### config.mk
export PLATFORM = sky130hd
export DESIGN_NAME = telemetry_frame_parser_flat
export DESIGN_NICKNAME = d
export VERILOG_FILES = /design/src/rtl/telemetry_frame_parser_pkg.sv /design/src/rtl/telemetry_frame_parser_if.sv /design/src/rtl/telemetry_frame_parser_timeout_ctr.sv /design/src/rtl/telemetry_frame_parser.sv /design/src/flat_wrapper.sv
export SDC_FILE = /design/constraint.sdc
export NUM_CORES = 1
export LEC_CHECK = 0
export BUFFER_PORTS_ARGS = -buffer_cell sky130_fd_sc_hd__buf_2
export CAP_MARGIN = 20
export CORE_ASPECT_RATIO = 1.2
export CORE_MARGIN = 5
export CORE_UTILIZATION = 35
export DETAILED_ROUTE_END_ITERATION = 6
export PLACE_DENSITY_LB_ADDON = 0.12
export SETUP_SLACK_MARGIN = 0.4
export SLEW_MARGIN = 20
export SYNTH_ARGS = -nofsm -noshare
export SYNTH_HDL_FRONTEND = slang
export SYNTH_SLANG_ARGS = --single-unit
### constraint.sdc
create_clock -name clk -period 6.6 [get_ports clk]
set_clock_uncertainty 0.15 [all_clocks]
set_input_delay 0.33 -clock clk [delete_from_list [all_inputs] [get_ports clk]]
set_output_delay 0.33 -clock clk [all_outputs]
set_load 0.005 [all_outputs]
### src/rtl/telemetry_frame_parser_pkg.sv
// telemetry_frame_parser_pkg: shared state encoding, frame geometry and field byte offsets.
package telemetry_pkg;
  typedef enum logic [1:0] {IDLE, PAYLOAD, CHKSUM} state_e;
  localparam int PAYLOAD_BYTES = 8;
  localparam int FRAME_BYTES = 10;
  localparam logic [7:0] SYNC_BYTE_DEF = 8'hA5;
  localparam int FREQ_HI = 0;
  localparam int DISK_HI = 2;
  localparam int MEM_HI = 4;
  localparam int TEMP_HI = 6;
endpackage

### src/rtl/telemetry_frame_parser_if.sv
// telemetry_frame_parser_if: UART byte input and decoded telemetry outputs.
interface telemetry_frame_parser_if #(parameter int ERR_CNT_W = 8) ();
  logic [7:0] rx_data;
  logic rx_valid;
  logic [15:0] cpu_freq_mhz;
  logic [15:0] disk_speed_mbps;
  logic [15:0] memory_usage;
  logic [15:0] temperature_c;
  logic frame_valid;
  logic chk_err;
  logic timeout_err;
  logic [ERR_CNT_W-1:0] chk_err_count;
  logic busy;
  modport master (
    output rx_data, rx_valid,
    input cpu_freq_mhz, disk_speed_mbps, memory_usage, temperature_c,
    input frame_valid, chk_err, timeout_err, chk_err_count, busy
  );
  modport slave (
    input rx_data, rx_valid,
    output cpu_freq_mhz, disk_speed_mbps, memory_usage, temperature_c,
    output frame_valid, chk_err, timeout_err, chk_err_count, busy
  );
endinterface

### src/rtl/telemetry_frame_parser_timeout_ctr.sv
// frame_timeout_ctr: idle-cycle counter, cleared when disabled or on clr_i, flags the final idle cycle.
module frame_timeout_ctr #(
  parameter int TIMEOUT_CYCLES = 100000
) (
  input  logic clk,
  input  logic rst,
  input  logic en_i,
  input  logic clr_i,
  output logic tc_o
);
  localparam int W = $clog2(TIMEOUT_CYCLES + 1);
  logic [W-1:0] cnt_q, cnt_d;
  always_comb cnt_d = (clr_i || !en_i) ? '0 : cnt_q + 1'b1;
  always_ff @(posedge clk or posedge rst)
    if (rst) cnt_q <= '0;
    else cnt_q <= cnt_d;
  assign tc_o = en_i && !clr_i && (cnt_q == W'(TIMEOUT_CYCLES - 1));
endmodule

### src/rtl/telemetry_frame_parser.sv
// telemetry_frame_parser: assembles checksummed 10-byte UART frames into four registered 16-bit metrics.
module telemetry_frame_parser
  import telemetry_pkg::*;
#(
  parameter logic [7:0] SYNC_BYTE = SYNC_BYTE_DEF,
  parameter int TIMEOUT_CYCLES = 100000,
  parameter int ERR_CNT_W = 8
) (
  input logic clk,
  input logic rst,
  telemetry_frame_parser_if.slave bus
);
  state_e state_q, state_d;
  logic [2:0] idx_q, idx_d;
  logic [7:0] sum_q, sum_d, total;
  logic [PAYLOAD_BYTES-1:0][7:0] shadow_q, shadow_d, fields_q, fields_d;
  logic fv_q, fv_d, ce_q, ce_d, te_q, te_d, tc;
  logic [ERR_CNT_W-1:0] cnt_q, cnt_d;
  assign total = sum_q + bus.rx_data;
  frame_timeout_ctr #(.TIMEOUT_CYCLES(TIMEOUT_CYCLES)) u_timeout (
    .clk,
    .rst,
    .en_i (state_q != IDLE),
    .clr_i(bus.rx_valid),
    .tc_o (tc)
  );
  always_comb begin
    state_d = state_q;
    idx_d = idx_q;
    sum_d = sum_q;
    shadow_d = shadow_q;
    fields_d = fields_q;
    cnt_d = cnt_q;
    fv_d = 1'b0;
    ce_d = 1'b0;
    te_d = 1'b0;
    unique case (state_q)
      IDLE:
        if (bus.rx_valid && bus.rx_data == SYNC_BYTE) begin
          state_d = PAYLOAD;
          idx_d = '0;
          sum_d = '0;
        end
      PAYLOAD:
        if (bus.rx_valid) begin
          shadow_d[idx_q] = bus.rx_data;
          sum_d = total;
          idx_d = idx_q + 3'd1;
          state_d = (idx_q == 3'(PAYLOAD_BYTES - 1)) ? CHKSUM : PAYLOAD;
        end else if (tc) begin
          state_d = IDLE;
          te_d = 1'b1;
        end
      CHKSUM:
        if (bus.rx_valid) begin
          state_d = IDLE;
          fv_d = (total == 8'd0);
          ce_d = (total != 8'd0);
          fields_d = fv_d ? shadow_q : fields_q;
          cnt_d = (ce_d && !(&cnt_q)) ? cnt_q + 1'b1 : cnt_q;
        end else if (tc) begin
          state_d = IDLE;
          te_d = 1'b1;
        end
      default: state_d = IDLE;
    endcase
  end
  always_ff @(posedge clk or posedge rst)
    if (rst) begin
      state_q <= IDLE;
      idx_q <= '0;
      sum_q <= '0;
      shadow_q <= '0;
      fields_q <= '0;
      cnt_q <= '0;
      fv_q <= 1'b0;
      ce_q <= 1'b0;
      te_q <= 1'b0;
    end else begin
      state_q <= state_d;
      idx_q <= idx_d;
      sum_q <= sum_d;
      shadow_q <= shadow_d;
      fields_q <= fields_d;
      cnt_q <= cnt_d;
      fv_q <= fv_d;
      ce_q <= ce_d;
      te_q <= te_d;
    end
  assign bus.cpu_freq_mhz = {fields_q[FREQ_HI], fields_q[FREQ_HI+1]};
  assign bus.disk_speed_mbps = {fields_q[DISK_HI], fields_q[DISK_HI+1]};
  assign bus.memory_usage = {fields_q[MEM_HI], fields_q[MEM_HI+1]};
  assign bus.temperature_c = {fields_q[TEMP_HI], fields_q[TEMP_HI+1]};
  assign bus.frame_valid = fv_q;
  assign bus.chk_err = ce_q;
  assign bus.timeout_err = te_q;
  assign bus.chk_err_count = cnt_q;
  assign bus.busy = (state_q != IDLE);
endmodule

### src/flat_wrapper.sv
// flat-port wrapper written by rule: the top's interface ports become plain ports
module telemetry_frame_parser_flat import telemetry_pkg::*;
#(
  parameter logic [7:0] SYNC_BYTE = SYNC_BYTE_DEF,
  parameter int TIMEOUT_CYCLES = 100000,
  parameter int ERR_CNT_W = 8
)
  (clk, rst, bus_rx_data, bus_rx_valid, bus_cpu_freq_mhz, bus_disk_speed_mbps, bus_memory_usage, bus_temperature_c, bus_frame_valid, bus_chk_err, bus_timeout_err, bus_chk_err_count, bus_busy);
  telemetry_frame_parser_if #(.ERR_CNT_W(ERR_CNT_W)) bus_i ();
  input logic clk;
  input logic rst;
  input wire logic [$bits(bus_i.rx_data)-1:0] bus_rx_data;
  input wire logic [$bits(bus_i.rx_valid)-1:0] bus_rx_valid;
  output wire logic [$bits(bus_i.cpu_freq_mhz)-1:0] bus_cpu_freq_mhz;
  output wire logic [$bits(bus_i.disk_speed_mbps)-1:0] bus_disk_speed_mbps;
  output wire logic [$bits(bus_i.memory_usage)-1:0] bus_memory_usage;
  output wire logic [$bits(bus_i.temperature_c)-1:0] bus_temperature_c;
  output wire logic [$bits(bus_i.frame_valid)-1:0] bus_frame_valid;
  output wire logic [$bits(bus_i.chk_err)-1:0] bus_chk_err;
  output wire logic [$bits(bus_i.timeout_err)-1:0] bus_timeout_err;
  output wire logic [$bits(bus_i.chk_err_count)-1:0] bus_chk_err_count;
  output wire logic [$bits(bus_i.busy)-1:0] bus_busy;
  assign bus_i.rx_data = bus_rx_data;
  assign bus_i.rx_valid = bus_rx_valid;
  assign bus_cpu_freq_mhz = bus_i.cpu_freq_mhz;
  assign bus_disk_speed_mbps = bus_i.disk_speed_mbps;
  assign bus_memory_usage = bus_i.memory_usage;
  assign bus_temperature_c = bus_i.temperature_c;
  assign bus_frame_valid = bus_i.frame_valid;
  assign bus_chk_err = bus_i.chk_err;
  assign bus_timeout_err = bus_i.timeout_err;
  assign bus_chk_err_count = bus_i.chk_err_count;
  assign bus_busy = bus_i.busy;
  telemetry_frame_parser #(.SYNC_BYTE(SYNC_BYTE), .TIMEOUT_CYCLES(TIMEOUT_CYCLES), .ERR_CNT_W(ERR_CNT_W)) u_core (.clk(clk), .rst(rst), .bus(bus_i));
endmodule
# --- Word level (Yosys, flattened, before mapping) ---
# Index checks and enable logic that the tools add are counted.
op_classes:
  addsub: 4
  magnitude_cmp: 2
  n_eq_ne: 7
  mux: 23
  n_reduce_logical: 20
op_table:
  columns: ["operator", "n"]
  rows:
  - ["bitwise mux 64 bit", 1]
  - ["demux 8 bit (select 3 bit)", 1]
  - ["2-to-1 mux 8 bit", 3]
  - ["adder 17 x 1 -> 17 bit (second input constant)", 1]
  - ["== test 17 bit (second input constant)", 1]
  - ["2-to-1 mux 17 bit", 1]
  - ["case mux 8 bit (2 select lines)", 1]
  - ["2-to-1 mux 2 bit", 5]
  - ["AND reduction 3 bit", 3]
  - ["adder 8 x 1 -> 8 bit (second input constant)", 1]
  - ["adder 8 bit", 1]
  - ["== test 8 bit (second input constant)", 1]
  - ["zero test 8 bit", 1]
  - ["AND reduction 8 bit", 1]
  - ["nonzero test 8 bit", 1]
  - ["2-to-1 mux 1 bit", 7]
  - ["2-to-1 mux 3 bit", 2]
  - ["case mux 2 bit (3 select lines)", 1]
  - ["case mux 3 bit (2 select lines)", 1]
  - ["logical AND 1 bit", 5]
  - ["< comparator 3 x 4 -> 1 bit (second input constant)", 1]
  - ["nonzero test 2 bit", 2]
  - ["adder 3 x 1 -> 3 bit (second input constant)", 1]
  - ["== test 3 bit (second input constant)", 1]
  - ["10 further kinds", 12]
word_totals:
  register_bits: 169
  elab_cells: 80

# --- Depth between registers and ports, before layout ---
depth:
  depth_word: 6
  depth_mapped: 12
  mapped_depth_nobuf: 9

# --- Modules after synthesis ---
# A second synthesis with hierarchy kept.
unflattened:
  cells_unflattened: 520
  hier_area_um2: 7377.1
modules_own_cells:
  columns: ["module", "n_inst", "cells_per_inst", "area_per_inst_um2", "seq_area_each_um2"]
  rows:
  - ["telemetry_frame_parser", 1, 429, 6532.5, 3803.6]
  - ["frame_timeout_ctr", 1, 91, 844.6, 425.4]

# --- Least setup slack after synthesis ---
# No wires, ideal clock.
synth_timing:
  path_kind: "register -> register"
  startpoint: "reg u_core.sum_q[0]"
  endpoint: "reg u_core.fields_q (netlist bit u_core.bus.cpu_freq_mhz[2])"
  setup_ns: 0.125
  arrival_ns: 2.691
  required_ns: 6.325
  setup_slack_ns: 3.634
  stages_incl_launch_ff: 12
  path_buffers: 3
  path_cell_list: "dfrtp_1 -> ha_1 -> fa_1 -> xor2_1 -> or3_1 -> nor4_2 -> and3_1 -> buf_4 -> nand3_2 -> buf_6 -> buf_6 -> mux2_4"
synth_via:
  elab_chain_cells: 3
synth_lines:
  columns: ["element", "line", "source"]
  rows:
  - ["from (decl)", "telemetry_frame_parser.sv:15", "logic [7:0] sum_q, sum_d, total;"]
  - ["from (signal assigned)", "telemetry_frame_parser.sv:82", "sum_q <= sum_d;"]
  - ["adder 8 bit", "telemetry_frame_parser.sv:19", "assign total = sum_q + bus.rx_data;"]
  - ["zero test 8 bit", "telemetry_frame_parser.sv:57", "fv_d = (total == 8'd0);"]
  - ["AND reduction 3 bit (no source line)", null, null]
  - ["to (signal assigned)", "telemetry_frame_parser.sv:84", "fields_q <= fields_d;"]
  - ["to (decl)", "telemetry_frame_parser.sv:16", "logic [PAYLOAD_BYTES-1:0][7:0] shadow_q, shadow_d, fields_q, fields_d;"]
# No other way between the ends.
# A chain may end at the register's enable or synchronous reset.

# --- Final worst setup path ---
layout_timing:
  startpoint: "reg u_core.sum_q[0]"
  endpoint: "reg u_core.fields_q (netlist bit u_core.bus.memory_usage[9])"
# Same word-level chain as after synthesis.

==> impl_metrics.toml <==
[worst_setup_path]
cp_slowest_stage_delay_ps = 530
crit_fanout = 39
timing.critical_path.cells = "ha_1, fa_1, xor2_1, or3_1, nor4_2, and3_1, nand3_4, buf_4, mux2_4"
crit_start = "u_core.sum_q[0]"
end_kind = "register"
r2r_cells = 9
critPathCapture = "u_core.bus.memory_usage[9]"
worstSetupPathType = "reg -> reg"
rrSetupSlack_ps = 2690
r2r-start = "u_core.sum_q[0]"
cp_data_required_time_ps = 6750
r2r_end = "u_core.bus.memory_usage[9]"
start_kind = "register"
slowest_stage = "buf_4"
arrival_ps = 4060

[detailed_routing]
viasPerCell = 4.83
wl_per_cell_microns = 17.1
drt_iter0_drc = 115
drtAntennaViolNets = 0
dr.pass1.iters = 4
drc = 0
drt_wl_total_microns = 15100
vias = 4259

[logic_synthesis]
synth.distinct_cells = 44
synth_ff_type = "dfrtp_1"
syn_avg_cell_area_sq_um = 14.2
seq_area_frac_synth_pct = 58.6
synth-seq-cells = 169
syn_inst = 508
synth_enable_flop_cells = 0
synth_async_sr_flop_share_pct = 100
syn_nets = 535
syn-cell-area_sq_um = 7220
ys_warn_count = 0

[timing]
timing.final.crit_period_ps = 3910
hold-worst-slack_ps = 193
setup_viol = 0
worst_slew_pin_slew_ps = 778
slew-limit-headroom_pct = 47.9
final.setup.tns_ps = 0
finalMaxSlewViolations = 0
hold_viol = 0
fin_crit_sh_pct = 59.2
max_freq_mhz = 256
rsz0062_at_grt = "false"

[global_routing]
grt_max_degree = 110
grt_busiest_layer = "met2"
gr-usage-met2_pct = 22.4
grt_pass1_vias = 4551
grt-ovfl-total = 0
use_met3_pct = 3.39
antenna_found_initial = 0
grt_pass1_wl_microns = 24800
use_met1_pct = 16.6
grt.total_usage_pct = 13.4

[clocking]
clk_latency_ps = 420
clk_pin_slew_ps = 60
root_buffer = "clkbuf_16"
h-tree-depth = 4
post_cts_buffers = 0
cts_tree = "built"
clockBufferDepth = 2
clkSinkCount = 169
numCtsBuffers = 17

[die]
boundaryPins = 87
core-area_sq_um = 20300
die_width_microns = 141
die_y_microns = 167
start_util_pct = 35.6
dieArea_sq_um = 23600
rows = 57

[power_and_ir_drop]
ir_worst_vdd_v = 0.000217
powerDensity_nw_per_um2 = 338
p_leak_nw = 4.44

[placed_design]
dp.cells = 847
hpwl_microns = 10100
port_buffers = 86
place_congestion = 0.806

[layout]
final_common_cell = "dfrtp_1"
fin_nets = 630
area_delta_synth_final_pct = 18.8
drive_gt1_share_pct = 42.0
fin_cells = 881
layout_common_cells = "169 x dfrtp_1, 86 x buf_2, 81 x mux2_2, 49 x mux2_4, 30 x nor2_1"
diodes = 0
n_fill_cell = 1910

[job]
max-cap-violations = 0

[min_path]
hp-class = "in -> reg"

[status]
status = "complete, no violations"
==> synthesized netlist by cell type (2+ instances only) <==
library cell | number | area [sq um]
inv_1 | 12 | 45.0
o21bai_1 | 2 | 15.0
nor3_1 | 5 | 25.0
a21oi_1 | 8 | 40.0
mux2_2 | 81 | 912
nand3_1 | 14 | 70.1
buf_6 | 6 | 67.6
ha_1 | 15 | 188
nor4_1 | 3 | 18.8
xnor2_1 | 6 | 52.6
and3_1 | 5 | 31.3
nor2_1 | 30 | 113
clkbuf_1 | 9 | 33.8
nand2_1 | 20 | 75.1
mux2_4 | 49 | 736
dfrtp_1 | 169 | 4230
nand2b_1 | 3 | 18.8
nand4_1 | 6 | 37.5
o21ai_0 | 12 | 60.1
nor2b_1 | 2 | 12.5
a22o_1 | 7 | 61.3
or3_1 | 5 | 31.3
a32o_1 | 2 | 20.0
xor2_1 | 17 | 149
==> power breakdown <==
group	switching [W]	internal [W]	total, W
clock	0.000415	0.000621	0.00104
combinational	0.000255	0.000263	0.000518
sequential	0.000119	0.00123	0.00135
==> critical path, delay by kind of cell, from the launching register on <==
| family | cells | cell delay [ps] |
|---|---|---|
| simple gates | 4 | 1480 |
| fa+ha+maj | 2 | 630 |
| buf+inv | 1 | 530 |
| flops | 1 | 390 |
| mux | 1 | 380 |
| xor+xnor | 1 | 190 |
==> stage by stage <==
step	total power (W)	utilization [%]	instance area, sq um	worst slack (ps)
final	0.00290	42.3	8580	2690
after global routing	0.00308	42.3	8580	2480
after CTS	0.00295	42.2	8540	2670
after detailed placement	0.00189	39.1	7920	2490
after global placement	0.00187	39.1	7920	2550
after floorplan	0.00174	-	7220	1540
==> worst min path at each step <==
stage	slack [ps]	cells after the start	start	endpoint
finish	190	2	bus_rx_data[0]	u_core.shadow_q[8]
floorplan	300	2	u_core.sum_q[6]	u_core.sum_q[6]
global route	200	2	bus_rx_data[0]	u_core.shadow_q[8]
global placement	320	1	u_core.u_timeout.cnt_q[0]	u_core.u_timeout.cnt_q[0]
detailed placement	340	1	u_core.bus.temperature_c[1]	u_core.bus.temperature_c[1]
CTS	40	2	rst	u_core.sum_q[5]
==> layout make-up <==
class,instances,area [sq um],area share [%]
sequential,169,4230,49.3
inverter,12,50.0,0.584
tap,265,332,3.87
multi-input combinational,310,2840,33.1
clock inverter,12,163,1.90
timing repair buffer,93,505,5.89
clock buffer,20,457,5.33
==> routing by layer <==
layer	vias up	part of all wire, %
met5	-	0
met4	0	2.1
met3	17	4.5
met2	82	51
met1	2159	43
li1	2001	-
==> logic make-up after synthesis <==
| family | Yosys count | share of synthesized area, % |
|---|---|---|
| DFF | 169 | 58.6 |
| muxes | 130 | 22.8 |
| and+or+nand+nor | 102 | 7.07 |
| AOI/OAI and AO/OA | 39 | 3.67 |
| buffers and inverters | 29 | 2.20 |
| xor gates and xnor gates | 23 | 2.79 |
| adders and majority gates | 16 | 2.88 |
==> state kept, by name, summed over array words and instances, names as in the netlist <==
signal and flops:
u_core.shadow_q 64, u_core.u_timeout.cnt_q 17, u_core.bus.cpu_freq_mhz 16, u_core.bus.disk_speed_mbps 16, u_core.bus.memory_usage 16, u_core.bus.temperature_c 16, u_core.bus.chk_err_count 8, u_core.sum_q 8
u_core.idx_q 3, u_core.state_q 2, u_core.bus.chk_err 1, u_core.bus.frame_valid 1, u_core.bus.timeout_err 1
==> repair_timing <==
item,4_1_cts,5_1_grt
setup endpoints to repair,0,0
resized for setup,0,0
hold endpoints to repair,0,46
hold buffers,0,1
(Power assumes the default switching activity.)
